### config.mk
export PLATFORM = sky130hd
export DESIGN_NAME = disp_bcd_formatter_flat
export DESIGN_NICKNAME = d
export VERILOG_FILES = /design/src/rtl/disp_bcd_formatter_pkg.sv /design/src/rtl/disp_bcd_formatter_if.sv /design/src/rtl/disp_bcd_formatter_bcd_add3.sv /design/src/rtl/disp_bcd_formatter.sv /design/src/flat_wrapper.sv
export SDC_FILE = /design/constraint.sdc
export NUM_CORES = 1
export LEC_CHECK = 0
export CORE_MARGIN = 2
export CORE_UTILIZATION = 50
export CTS_BUF_LIST = sky130_fd_sc_hd__clkbuf_4 sky130_fd_sc_hd__clkbuf_8 sky130_fd_sc_hd__clkbuf_16
export DETAILED_ROUTE_END_ITERATION = 10
export DONT_BUFFER_PORTS = 1
export SYNTH_ARGS = -nofsm -noshare
export SYNTH_HDL_FRONTEND = slang
export SYNTH_SLANG_ARGS = --single-unit
### constraint.sdc
create_clock -name clk -period 2.28 [get_ports clk]
set_input_delay 0.228 -clock clk [delete_from_list [all_inputs] [get_ports clk]]
set_output_delay 0.228 -clock clk [all_outputs]
set_load 0.1 [all_outputs]
### src/rtl/disp_bcd_formatter_pkg.sv
// Shared constants and state encoding for the BCD display formatter and the
// display controller top that instantiates it.
package disp_bcd_formatter_pkg;

  localparam int NUM_DIGITS = 4;
  localparam int MAX_VAL    = 9999;
  localparam logic [NUM_DIGITS-1:0] ERR_ALL = 4'b1111;

  // Blank pattern that leaves a single visible 0 on dig0.
  localparam logic [NUM_DIGITS-1:0] BLANK_IDLE = 4'b1110;

  typedef enum logic [1:0] {
    ST_IDLE   = 2'd0,
    ST_SHIFT  = 2'd1,
    ST_FORMAT = 2'd2
  } state_t;

endpackage

### src/rtl/disp_bcd_formatter_if.sv
// Request/result bundle between the calculator core and the BCD formatter.
interface disp_bcd_formatter_if #(
  parameter int WIDTH = 14
);
  import disp_bcd_formatter_pkg::*;

  logic                  start;
  logic [WIDTH-1:0]      value;
  logic [1:0]            dp_pos;
  logic                  err_in;
  logic                  busy;
  logic                  done;
  logic [3:0]            dig0;
  logic [3:0]            dig1;
  logic [3:0]            dig2;
  logic [3:0]            dig3;
  logic [NUM_DIGITS-1:0] blank;
  logic [NUM_DIGITS-1:0] dec_point;
  logic [NUM_DIGITS-1:0] error;

  modport master (
    output start, value, dp_pos, err_in,
    input  busy, done, dig0, dig1, dig2, dig3, blank, dec_point, error
  );

  modport slave (
    input  start, value, dp_pos, err_in,
    output busy, done, dig0, dig1, dig2, dig3, blank, dec_point, error
  );

endinterface

### src/rtl/disp_bcd_formatter_bcd_add3.sv
// Double-dabble nibble correction: add 3 to any BCD nibble of 5 or more so the
// following left shift carries correctly into the next decade.
module bcd_add3 (
  input  logic [3:0] nibble_in,
  output logic [3:0] nibble_out
);

  assign nibble_out = (nibble_in >= 4'd5) ? (nibble_in + 4'd3) : nibble_in;

endmodule

### src/rtl/disp_bcd_formatter.sv
// Sequential double-dabble binary-to-BCD converter with leading-zero blanking,
// decimal point and error formatting; outputs only change on the done pulse.
module disp_bcd_formatter #(
  parameter int WIDTH   = 14,
  parameter int MAX_VAL = disp_bcd_formatter_pkg::MAX_VAL
) (
  input  logic                 clk,
  input  logic                 reset,
  disp_bcd_formatter_if.slave  bus
);
  import disp_bcd_formatter_pkg::*;

  localparam int CNT_W = $clog2(WIDTH);

  state_t                           state_reg, state_next;
  logic [WIDTH-1:0]                 bin_reg, bin_next;
  // Four BCD nibbles plus a sticky guard bit above the thousands digit.
  logic [16:0]                      bcd_reg, bcd_next;
  logic [CNT_W-1:0]                 cnt_reg, cnt_next;
  logic [1:0]                       dp_reg, dp_next;
  logic                             err_reg, err_next;
  logic                             busy_reg, busy_next;
  logic                             done_reg, done_next;
  logic [NUM_DIGITS-1:0][3:0]       dig_reg, dig_next;
  logic [NUM_DIGITS-1:0]            blank_reg, blank_next;
  logic [NUM_DIGITS-1:0]            dp_out_reg, dp_out_next;
  logic [NUM_DIGITS-1:0]            error_reg, error_next;

  logic [15:0]                      bcd_corr;
  logic [NUM_DIGITS-1:0]            blank_fmt;

  genvar gi;
  generate
    for (gi = 0; gi < NUM_DIGITS; gi++) begin : g_digit
      bcd_add3 u_add3 (
        .nibble_in  (bcd_reg[4*gi +: 4]),
        .nibble_out (bcd_corr[4*gi +: 4])
      );

      // A digit blanks only when it and everything above it is zero and it
      // sits strictly left of the decimal point; dig0 always shows.
      if (gi == 0) begin : g_first
        assign blank_fmt[gi] = 1'b0;
      end else begin : g_upper
        assign blank_fmt[gi] = (2'(gi) > dp_reg) && (bcd_reg[15:4*gi] == '0);
      end
    end
  endgenerate

  always_ff @(posedge clk or negedge reset) begin
    if (!reset) begin
      state_reg  <= ST_IDLE;
      bin_reg    <= '0;
      bcd_reg    <= '0;
      cnt_reg    <= '0;
      dp_reg     <= '0;
      err_reg    <= 1'b0;
      busy_reg   <= 1'b0;
      done_reg   <= 1'b0;
      dig_reg    <= '0;
      blank_reg  <= BLANK_IDLE;
      dp_out_reg <= '0;
      error_reg  <= '0;
    end else begin
      state_reg  <= state_next;
      bin_reg    <= bin_next;
      bcd_reg    <= bcd_next;
      cnt_reg    <= cnt_next;
      dp_reg     <= dp_next;
      err_reg    <= err_next;
      busy_reg   <= busy_next;
      done_reg   <= done_next;
      dig_reg    <= dig_next;
      blank_reg  <= blank_next;
      dp_out_reg <= dp_out_next;
      error_reg  <= error_next;
    end
  end

  always_comb begin
    state_next  = state_reg;
    bin_next    = bin_reg;
    bcd_next    = bcd_reg;
    cnt_next    = cnt_reg;
    dp_next     = dp_reg;
    err_next    = err_reg;
    done_next   = 1'b0;
    dig_next    = dig_reg;
    blank_next  = blank_reg;
    dp_out_next = dp_out_reg;
    error_next  = error_reg;

    case (state_reg)
      ST_IDLE: begin
        if (bus.start) begin
          bin_next   = bus.value;
          dp_next    = bus.dp_pos;
          // Range is judged on the binary input, never on the BCD result.
          err_next   = bus.err_in || (bus.value > WIDTH'(MAX_VAL));
          bcd_next   = '0;
          cnt_next   = CNT_W'(WIDTH - 1);
          state_next = ST_SHIFT;
        end
      end

      ST_SHIFT: begin
        bcd_next = {bcd_reg[16] | bcd_corr[15], bcd_corr[14:0], bin_reg[WIDTH-1]};
        bin_next = {bin_reg[WIDTH-2:0], 1'b0};
        cnt_next = cnt_reg - CNT_W'(1);
        if (cnt_reg == '0) begin
          state_next = ST_FORMAT;
        end
      end

      ST_FORMAT: begin
        done_next  = 1'b1;
        state_next = ST_IDLE;
        if (err_reg) begin
          dig_next    = '0;
          blank_next  = '0;
          dp_out_next = '0;
          error_next  = ERR_ALL;
        end else begin
          dig_next    = bcd_reg[15:0];
          blank_next  = blank_fmt;
          dp_out_next = (dp_reg == 2'd0) ? '0 : (4'b0001 << dp_reg);
          error_next  = '0;
        end
      end

      default: state_next = ST_IDLE;
    endcase

    busy_next = (state_next != ST_IDLE);
  end

  assign bus.busy      = busy_reg;
  assign bus.done      = done_reg;
  assign bus.dig0      = dig_reg[0];
  assign bus.dig1      = dig_reg[1];
  assign bus.dig2      = dig_reg[2];
  assign bus.dig3      = dig_reg[3];
  assign bus.blank     = blank_reg;
  assign bus.dec_point = dp_out_reg;
  assign bus.error     = error_reg;

endmodule

### src/flat_wrapper.sv
// flat-port wrapper written by rule: the top's interface ports become plain ports
module disp_bcd_formatter_flat import disp_bcd_formatter_pkg::*;
#(
  parameter int WIDTH   = 14,
  parameter int MAX_VAL = disp_bcd_formatter_pkg::MAX_VAL
)
  (clk, reset, bus_start, bus_value, bus_dp_pos, bus_err_in, bus_busy, bus_done, bus_dig0, bus_dig1, bus_dig2, bus_dig3, bus_blank, bus_dec_point, bus_error);
  disp_bcd_formatter_if #(.WIDTH(WIDTH)) bus_i ();
  input  logic clk;
  input  logic reset;
  input wire logic [$bits(bus_i.start)-1:0] bus_start;
  input wire logic [$bits(bus_i.value)-1:0] bus_value;
  input wire logic [$bits(bus_i.dp_pos)-1:0] bus_dp_pos;
  input wire logic [$bits(bus_i.err_in)-1:0] bus_err_in;
  output wire logic [$bits(bus_i.busy)-1:0] bus_busy;
  output wire logic [$bits(bus_i.done)-1:0] bus_done;
  output wire logic [$bits(bus_i.dig0)-1:0] bus_dig0;
  output wire logic [$bits(bus_i.dig1)-1:0] bus_dig1;
  output wire logic [$bits(bus_i.dig2)-1:0] bus_dig2;
  output wire logic [$bits(bus_i.dig3)-1:0] bus_dig3;
  output wire logic [$bits(bus_i.blank)-1:0] bus_blank;
  output wire logic [$bits(bus_i.dec_point)-1:0] bus_dec_point;
  output wire logic [$bits(bus_i.error)-1:0] bus_error;
  assign bus_i.start = bus_start;
  assign bus_i.value = bus_value;
  assign bus_i.dp_pos = bus_dp_pos;
  assign bus_i.err_in = bus_err_in;
  assign bus_busy = bus_i.busy;
  assign bus_done = bus_i.done;
  assign bus_dig0 = bus_i.dig0;
  assign bus_dig1 = bus_i.dig1;
  assign bus_dig2 = bus_i.dig2;
  assign bus_dig3 = bus_i.dig3;
  assign bus_blank = bus_i.blank;
  assign bus_dec_point = bus_i.dec_point;
  assign bus_error = bus_i.error;
  disp_bcd_formatter #(.WIDTH(WIDTH), .MAX_VAL(MAX_VAL)) u_core (.clk(clk), .reset(reset), .bus(bus_i));
endmodule
# == Yosys cells after proc, flatten, opt, wreduce, memory -nomap -nowiden ==
# Index checks and enable logic that the tools add are counted.
# classes
n_addsub,5
n_mul,0
n_div,0
order_cmp,8
eq_ne,3
n_shift,1
n_mux,19
n_bitwise,1
n_reduce_logical,14
# op_table
cell,n
4-bit two-way mux,9
17-bit case mux with 2 select lines,1
14-bit case mux with 2 select lines,1
17-bit two-way mux,1
"4-bit by 2-bit adder with 4-bit output, second input constant",4
"4-bit by 3-bit >= comparator with 1-bit output, second input constant",4
16-bit two-way mux,1
"14-bit > comparator, second input constant",1
14-bit two-way mux,1
12-bit logical NOT,1
4-bit logical NOT,2
8-bit logical NOT,1
4-bit case mux with 2 select lines,1
"2-bit > comparator, first input constant",2
2-bit logical NOT,2
2-bit two-way mux,2
2-bit case mux with 2 select lines,1
2-bit AND reduction,2
2-bit nonzero test,2
"1-bit by 2-bit << shifter with 4-bit output, first input constant",1
"4-bit by 1-bit subtractor with 4-bit output, second input constant",1
1-bit logical AND,3
"2-bit by 1-bit equality test with 1-bit output, second input constant",1
"2-bit equality test, second input constant",1
other kinds (5),5
# totals
ff_bits,70
latch_bits,0
mem_bits_rw,0
mem_bits_ro,0
n_memories,0

# == Depth between registers and ports, before layout ==
# depth
ltp_word,4
mapped_depth,7
mapped_depth_nobuf,6

# == Modules after synthesis ==
# From an unflattened synthesis, not the netlist that was laid out.
# hier_totals
cells_unflattened,350
area_unflattened_um2,3275.6
# by_module_without_submodules
mod,instances,cells_per_inst,area_per_inst_um2,seq_area_each_um2
disp_bcd_formatter,1,286,2870.3,1605.3
bcd_add3,4,16,101.3,0.0

# == Worst setup path after synthesis ==
# No wires, ideal clock.
# synth_path
path_type,reg-to-output
start,register u_core.bus.error[2] (netlist name)
end,output port bus_error[1]
arrival_time_ns,1.369
required_time_ns,2.052
setup_slack_ns,0.683
stages_incl_launch_ff,2
cell_sequence,dfrtp_1 > buf_4
# synth_lines
element,line_no,source
to (decl),flat_wrapper.sv:23,output wire logic [$bits(bus_i.error)-1:0] bus_error;

# == Final worst setup path ==
# layout_path
start,register u_core.bcd_reg[4]
end,register u_core.bcd_reg[5]
# layout_via
elab_chain_len,3
# layout_lines
element,line_no,source
from (decl),disp_bcd_formatter.sv:18,"logic [16:0] bcd_reg, bcd_next;"
from (signal assigned),disp_bcd_formatter.sv:67,bcd_reg <= bcd_next;
4-bit by 2-bit adder with 4-bit output or 4-bit by 3-bit >= comparator with 1-bit output (tied branches),disp_bcd_formatter_bcd_add3.sv:8,assign nibble_out = (nibble_in >= 4'd5) ? (nibble_in + 4'd3) : nibble_in;
4-bit two-way mux *,disp_bcd_formatter_bcd_add3.sv:8,
17-bit case mux with 2 select lines *,disp_bcd_formatter.sv:93,case (state_reg)
# Mark *: on every way between the ends. The rest lies on a longest branch, timed or not.
# A chain may end at the register's enable or synchronous reset.

==> results by group <==
Critical path
  – Worst setup EP type: flop
  – FF-to-FF setup slack: 0.65 ns
  – Critical path data required time: 2.49 ns
  – Critical Path Fanout Max: 5
  – Crit path DAT: 1.84 ns
  – WS Path Type: flop to flop
  – Setup crit start kind: flop

Floorplan
  – Core area: 0.00589 sq mm
  – Row cnt: 28
  – Initial core utilization: 51.1%
  – Die area: 0.00666 sq mm
  – Die X: 81.6 um
  – Die height: 81.6 um
  – Ports: 50

Timing
  – Fmax: 0.613 GHz
  – Period utilisation layout: 71.6%
  – Max-slew headroom: 42.5%
  – Final setup fails: 0
  – Final WS setup: 0.648 ns
  – Setup TNS: 0 ns
  – Clock Skew: 0.00939 ns
  – Max Slew Vio Count: 0
  – Unrepaired setup endpoints after global routing: no
  – Worst Max-Slew Pin Slew: 0.863 ns
  – Fin. Hold Viols: 0
  – Crit path time final: 1.63 ns

Clock tree
  – Clock-pin slew on the worst setup and hold paths: 0.06 ns
  – CTS Buffer Depth: 2
  – CTS resizes: 0
  – Clk Tree Root Cell: clkbuf_8
  – Worst skew pair latency: 0.34 ns
  – # clock sinks: 64
  – Num CTS Buffers: 9
  – CTS tree: built
  – Number of H-tree levels: 3

Synthesis
  – Synth warnings: 0
  – Library cells used by synthesis: 40
  – Top cells by count, synth: 61 x dfrtp_1, 58 x nand2_1, 20 x nor2_1, 15 x nand2b_1
  – Post-Synthesis Cells: 305
  – Syn_area_per_cell: 9.87 sq um
  – Ys flop type: dfrtp_1
  – Post-synth top area share: 50.7%
  – Post-synth EDFFs: 0
  – Mapped Area: 0.00301 sq mm
  – Synth top area cells: dfrtp_1 51%, nand2_1 7.2%, ha_1 5.0%
  – Async set-or-reset flop fraction in the synthesized netlist: 100%
  – Most frequent cell after synthesis: dfrtp_1
  – Post-synth top area cell: dfrtp_1
  – #FFs+latches synth: 64
  – Seq/Total Area, Yosys: 53.3%

GRT
  – Largest net degree at the start of global routing: 65
  – Top Usage Layer GRT: met2
  – GRT Residual Overflow: 0
  – GR Layer Usage met1: 27.2%
  – First-pass GRT wire length: 10200 um
  – Number of global-route vias before repair: 2105
  – Initial antenna violation count: 0
  – GR Util met2: 32.0%
  – Gr usage total: 20.4%
  – Met3 Track Usage GR: 6.26%

Routing
  – DRT antenna net count: 0
  – Drt first pass iters: 4
  – Drt initial violations: 163
  – Vias/cell: 5.42
  – Total number of vias: 2167
  – Routed wire length per instance: 15.1 um
  – DRC: 0
  – DRT Wirelength: 6050 um

Worst hold path
  – Hold WC Path Type: primary input to flop

Place
  – PortBufs: 0
  – DP Wirelength: 3970 um
  – GP Congestion: 0.751
  – Setup WS pre-CTS: 0.678 ns

Finish
  – Layout cell share with drive strength beyond 1: 14.8%
  – Layout area overhead: 13.5%
  – ANT cells: 0
  – Largest register FFs: 16
  – Layout Nets: 352

Flow run
  – Max_cap viols: 0

Power and ir drop
  – Peak supply drop: 1120 uV
  – Pleak: 0.00155 uW
  – PwrDens: 1550 mW/mm^2
  – Tot Pwr: 5290 uW

Outcome
  – Status: complete, no violations
==> worst max-delay path, stage by stage, from the launching register on <==
cell,delay (ns)
dfrtp_1,0.41
inv_1,0.20
ha_1,0.25
nand2b_1,0.07
a21oi_1,0.30
xnor2_1,0.16
o22ai_1,0.10
==> layout by cell type, fill, tap and decap left out, types with 2 or more instances in the layout <==
| master | count |
|---|---|
| o311ai_1 | 4 |
| xnor2_1 | 6 |
| nor2_1 | 20 |
| dfstp_2 | 3 |
| a21oi_1 | 6 |
| clkinv_2 | 2 |
| o21ai_0 | 14 |
| clkbuf_8 | 12 |
| buf_4 | 23 |
| nand2b_1 | 15 |
| inv_1 | 13 |
| nor4_1 | 2 |
| nand3_1 | 7 |
| conb_1 | 2 |
| nor3_1 | 2 |
| o31ai_1 | 13 |
| o22ai_1 | 7 |
| and3_1 | 2 |
| nand2_1 | 58 |
| a22o_1 | 4 |
| ha_1 | 12 |
| dfrtp_1 | 60 |
| a32o_1 | 4 |
| a31oi_1 | 14 |
==> metal layers <==
metal  vias up  wire, um
li1       1074         -
met1      1034      2790
met2        51      2840
met3         8       346
met4         0        73
met5         -         0
==> kinds of logic after synthesis <==
logic type / after synthesis / synth area share (%)
AO/OA/AOI/OAI: 71 / 15.9
XOR/XNOR: 7 / 2.04
adder cells (fa/ha/maj): 12 / 4.99
flip-flops: 64 / 53.3
AND/OR/NAND/NOR: 112 / 16.8
buffers and inverters: 37 / 6.48
other: 1 / 0.125
multiplexers: 1 / 0.374
==> timing repair <==
item,4_1_cts,5_1_grt
endpoints found under the hold margin,64,0
setup endpoints to repair,0,0
setup buffers,0,0
hold buffers,2,0
==> final timing paths <==
kind / startpoint / endpoint / cells past startpoint
min in group asynchronous: reset / u_core.bus.error[2]$_DFFE_PN0P_ / 2
worst min register to register: u_core.bus.dig0[1]$_DFFE_PN0P_ / u_core.bus.dig0[1]$_DFFE_PN0P_ / 2
worst max-delay path: u_core.bcd_reg[4]$_DFFE_PN0P_ / u_core.bcd_reg[5]$_DFFE_PN0P_ / 6
max in group asynchronous: reset / u_core.bus.blank[2]$_DFFE_PN1P_ / 2
worst max register to register: u_core.bcd_reg[4]$_DFFE_PN0P_ / u_core.bcd_reg[5]$_DFFE_PN0P_ / 6
worst min-delay path: bus_dp_pos[0] / u_core.dp_reg[0]$_DFFE_PN0P_ / 2
==> per-stage QoR <==
step	area (sq um)	instances	util (%)	hold WS [ns]
2_1_floorplan	3010	306	-	-0.0676
3_3_place_gp	3170	382	53.8	-0.0663
3_5_place_dp	3170	382	53.8	-0.0662
4_1_cts	3420	400	58.1	0.000742
5_1_grt	3420	400	58.1	0.00513
6_report	3420	400	58.1	0.0179
==> final cells by class <==
type / count / area, sq um
Timing Repair Buffer: 26 / 230
Inverter: 14 / 57.6
Clock buffer: 13 / 173
Clock inverter: 3 / 40.0
Multi-Input combinational cell: 205 / 1210
Tap cell: 75 / 93.8
Fill cell: 548 / 2470
Sequential cell: 64 / 1610
==> power by group <==
part	internal [uW]	switching (uW)	total [uW]	leakage (uW)
clock	603	419	1020	0.000113
combinational	770	1590	2360	0.000639
sequential	1550	362	1910	0.000802
Note: power is estimated with default switching activity, not from simulation.
==> RTL edit 1 (same flow settings) <==
`WIDTH` is set to 14 in 3 places; all go to 16.
--- a/src/rtl/disp_bcd_formatter_if.sv
+++ b/src/rtl/disp_bcd_formatter_if.sv
@@ -1,6 +1,6 @@
 // Request/result bundle between the calculator core and the BCD formatter.
 interface disp_bcd_formatter_if #(
-  parameter int WIDTH = 14
+  parameter int WIDTH = 16
 );
   import disp_bcd_formatter_pkg::*;
 
--- a/src/rtl/disp_bcd_formatter.sv
+++ b/src/rtl/disp_bcd_formatter.sv
@@ -1,7 +1,7 @@
 // Sequential double-dabble binary-to-BCD converter with leading-zero blanking,
 // decimal point and error formatting; outputs only change on the done pulse.
 module disp_bcd_formatter #(
-  parameter int WIDTH   = 14,
+  parameter int WIDTH   = 16,
   parameter int MAX_VAL = disp_bcd_formatter_pkg::MAX_VAL
 ) (
   input  logic                 clk,
--- a/src/flat_wrapper.sv
+++ b/src/flat_wrapper.sv
@@ -1,7 +1,7 @@
 // flat-port wrapper written by rule: the top's interface ports become plain ports
 module disp_bcd_formatter_flat import disp_bcd_formatter_pkg::*;
 #(
-  parameter int WIDTH   = 14,
+  parameter int WIDTH   = 16,
   parameter int MAX_VAL = disp_bcd_formatter_pkg::MAX_VAL
 )
   (clk, reset, bus_start, bus_value, bus_dp_pos, bus_err_in, bus_busy, bus_done, bus_dig0, bus_dig1, bus_dig2, bus_dig3, bus_blank, bus_dec_point, bus_error);
Interface: changed (resized bus_value); port bits go from 50 to 52. No check against the original RTL was run, so the function may have changed too.
==> RTL edit 1 against the unedited design <==
Largest cell class unchanged; setup slack better by 51 ps; synthesized cell count is 3.9% higher; critical endpoint is now u_core.cnt_reg[1]$_DFFE_PN0P_; synthesized area is 3.7% higher; sequential cell count is 2 higher; global-route usage is 1.9 points lower; total power hardly changed; count of clock-buffer cells in the layout is 1 higher; critical path type unchanged; cell area is 3.4% higher; routed wire length is 1.2% lower.
==> RTL edit 1: results (changes against the unedited design) <==
outcome complete, no violations; Global Route Usage Sum 0.185 (-0.0191); sequential fraction of the synthesis area 0.530 (-0.00320); diode count 0 (unchanged); Post-synth EDFFs 0 (unchanged); Root Buffer clkbuf_8; Post-CTS Setup Inserts 0 (unchanged); first-pass GRT wire length 10300 µm (+1.6%); H-tree depth 3 (unchanged); detailed router's first-iteration violation count 138 (-15%); Wirelength per Cell 14.5 µm (-4.3%); Distinct cells, synth 40 (unchanged); Rel. slew slack 0.425 (-0.000553); Reg2Reg Setup Slack 700 ps (+50 ps); worst reg2reg path endpoint u_core.cnt_reg[1]$_DFFE_PN0P_; critical path type reg2reg; synth top area cells dfrtp_1 (50%), nand2_1 (7.3%), ha_1 (4.8%); commonest cells in the netlist dfrtp_1 (63), nand2_1 (61), nor2_1 (18), o21ai_0 (18); Worst R2R Start u_core.state_reg[1]$_DFF_PN0_; hpwl dp 4010 µm (+0.95%); clock latency on the worst-skew pair 340 ps (about the same); DP Area 3290 µm² (+3.8%); Max Clock Skew 7.65 ps (-1.75 ps); Pins Over Slew Limit 0 (unchanged); R2R cell count 5 (-1); Worst Hold Class in2reg; Num CTS Buffers 9 (unchanged); vias in the first global route 2175 (+3.3%); Bufs on Longest Clock Path 2 (unchanged); layout cells sized above 1 0.151 (+0.00320); synth warn 0 (unchanged); fin nets 367 (+4.3%); largest net degree at the start of global routing 67 (+3.1%); DRT Pass-1 Iters 5 (+1); Pleak 0.00159 µW (+2.5%); Hold Startpoint bus_dp_pos[0]; Post-synth ARST share 1.00 (unchanged); port bufs 0 (unchanged); Via Count 2252 (+3.9%); CP endpoint u_core.cnt_reg[1]$_DFFE_PN0P_; Peak supply drop 0.984 mV (-12%); CP Max Fanout 18 (+13); RD Place Congestion 0.806 (+7.2%); hold worst-path end u_core.dp_reg[0]$_DFFE_PN0P_; clock-pin slew on the worst setup and hold paths 70 ps; Hold Path Depth 2 (unchanged); initial antenna violation count 0 (unchanged); CP arrival between 1500 and 2000 ps
-- RTL edit 1: changes by cell type after synthesis, moves of 2 or more --
cell	before	now
a21oi_1	6	9
buf_2	11	13
dfrtp_1	61	63
nand2_1	58	61
nand3_1	7	5
nor2_1	20	18
nor3b_1	1	3
o21ai_0	14	18
o311ai_0	1	4
o311ai_1	4	0
o31ai_1	13	11
o31ai_2	0	2
-- RTL edit 1: layout make-up --
type / count / area, µm²
fillers: 529 / 2460
flip-flops and latches: 66 / 1660
multi-input cells: 214 / 1260
repair buffers: 28 / 260
clock buffers: 14 / 186
well taps: 75 / 93.8
inverters: 14 / 57.6
clock inverters: 2 / 10.0
-- RTL edit 1: where the power goes --
| part | total (µW) | internal (µW) | switching (µW) | leakage (µW) |
|---|---|---|---|---|
| combinational | 2390 | 814 | 1570 | 0.000664 |
| sequential | 1950 | 1590 | 357 | 0.000823 |
| clock | 952 | 523 | 429 | 0.000106 |
-- RTL edit 1: cells by family after synthesis --
| logic type | Yosys count | synth area share |
|---|---|---|
| and+or+nand+nor | 115 | 0.167 |
| buffers and inverters | 38 | 0.0661 |
| xor gates and xnor gates | 6 | 0.0168 |
| AOI/OAI and AO/OA | 78 | 0.167 |
| adders and majority gates | 12 | 0.0481 |
| DFF | 66 | 0.530 |
| muxes | 1 | 0.00361 |
| other | 1 | 0.00120 |
-- RTL edit 1: per-stage QoR --
| step | util | hold slack, ps | std cells | setup WS [ps] |
|---|---|---|---|---|
| after detailed placement | 0.549 | -66.2 | 394 | 687 |
| after CTS | 0.590 | 13.2 | 413 | 679 |
| after global placement | 0.549 | -66.2 | 394 | 743 |
| after floorplan | - | -67.6 | 318 | 683 |
| final | 0.590 | 19.1 | 413 | 699 |
| after global routing | 0.590 | 9.65 | 413 | 487 |
-- RTL edit 1: routing by layer --
| layer | vias to the layer above | track usage | part of all wire |
|---|---|---|---|
| met3 | 10 | 0.0656 | 0.064 |
| met2 | 54 | 0.262 | 0.43 |
| li1 | 1128 | - | - |
| met1 | 1060 | 0.260 | 0.49 |
| met5 | - | 0 | 0 |
| met4 | 0 | 0.0715 | 0.019 |
-- RTL edit 1: repair_timing --
item                      CTS  global route
gates resized for setup     0             0
hold buffers                3             0
hold endpoints to repair   67             0
-- RTL edit 1: critical path, stage by stage (launching register included) --
cell and delay [ps]:
dfrtp_1 420, nor2_1 140, and2_1 510, buf_4 250
o21ai_0 70, o21ai_0 100
==> RTL edit 2 (same flow settings) <==
Made on the original files. Make the reset (`reset`) synchronous in one clocked block.
--- a/src/rtl/disp_bcd_formatter.sv
+++ b/src/rtl/disp_bcd_formatter.sv
@@ -47,7 +47,7 @@
     end
   endgenerate
 
-  always_ff @(posedge clk or negedge reset) begin
+  always_ff @(posedge clk) begin
     if (!reset) begin
       state_reg  <= ST_IDLE;
       bin_reg    <= '0;
Function: differs if reset is asserted again (counterexample within 4 cycles, from zero or initial values and one cycle with reset low); with reset held inactive, the same outputs for 10 cycles.
==> RTL edit 2 against the unedited design <==
Setup slack got worse by 10 ps; routed wire length grew 2.7%; critical path depth stayed put; largest cell class is now multi-input combinational cells; synthesized area increased by 0.71%; cell area down 1.3%; count of clock-buffer cells in the layout shrank 4; worst hold slack got worse by 1.2 ps; sequential cell count unchanged; critical path type unchanged; non-clock buffer count increased by 4.
Power is not compared: it rests on default switching activity, and its combinational part moved more than twofold at a synthesized area within 25%.
==> RTL edit 2: results (changes against the unedited design) <==
synth top area cells dfxtp_1 (42%), nand2_1 (7.2%), ha_1 (5.0%); Post-Synthesis Cells 340 (+11%); hold-fix buffers at CTS 1 (-1); sequential fraction of the synthesis area 0.423 (-0.111); Met1 Routed Length 2950 µm (+5.6%); Hold Startpoint reset; DP Area 3180 µm² (+0.28%); met2 WL 2880 µm (+1.5%); fin nets 386 (+9.7%); worst slack, placed 645 ps (-32.9 ps); first-pass GRT wire length 9960 µm (-2.0%); critical path's largest stage delay 370 ps (-40 ps); hpwl dp 4190 µm (+5.7%); largest net degree at the start of global routing 53 (-18%); fin crit share 0.720 (+0.00451); worst hold slack 16.7 ps (-1.21 ps); Global Route Usage Sum 0.196 (-0.00793); Max Clock Skew 5.86 ps (-3.54 ps); detailed router's first-iteration violation count 125 (-23%); fillers 571 (+4.2%); CP arrival 1900 ps (+60 ps); outcome complete, no violations; Wirelength per Cell 14.3 µm (-5.4%); Worst Setup SP u_core.bcd_reg[9]$_SDFFE_PN0P_; Slew @ Worst Pin 632 ps (-230 ps); met1 GRT Util 0.252 (-0.0199)
## RTL edit 2: area by class of cell
| class | instances | area [µm²] | area share |
|---|---|---|---|
| clock buffer | 9 | 124 | 0.0367 |
| tap | 75 | 93.8 | 0.0278 |
| clock inverter | 7 | 62.6 | 0.0186 |
| inverter | 11 | 41.3 | 0.0122 |
| multi-input combinational | 238 | 1530 | 0.452 |
| timing repair buffer | 30 | 240 | 0.0712 |
| sequential | 64 | 1280 | 0.381 |
## RTL edit 2: cells by family (layout without fill, tap and decap cells)
| kind of cell | after synthesis | in the layout | synth area share |
|---|---|---|---|
| simple gates | 135 | 135 | 0.233 |
| compound gates | 76 | 76 | 0.176 |
| flops | 64 | 64 | 0.423 |
| buf+inv | 39 | 57 | 0.0755 |
| fa+ha+maj | 12 | 12 | 0.0495 |
| xor+xnor | 7 | 7 | 0.0202 |
| mux | 6 | 6 | 0.0215 |
| other cells | 1 | 2 | 0.00124 |
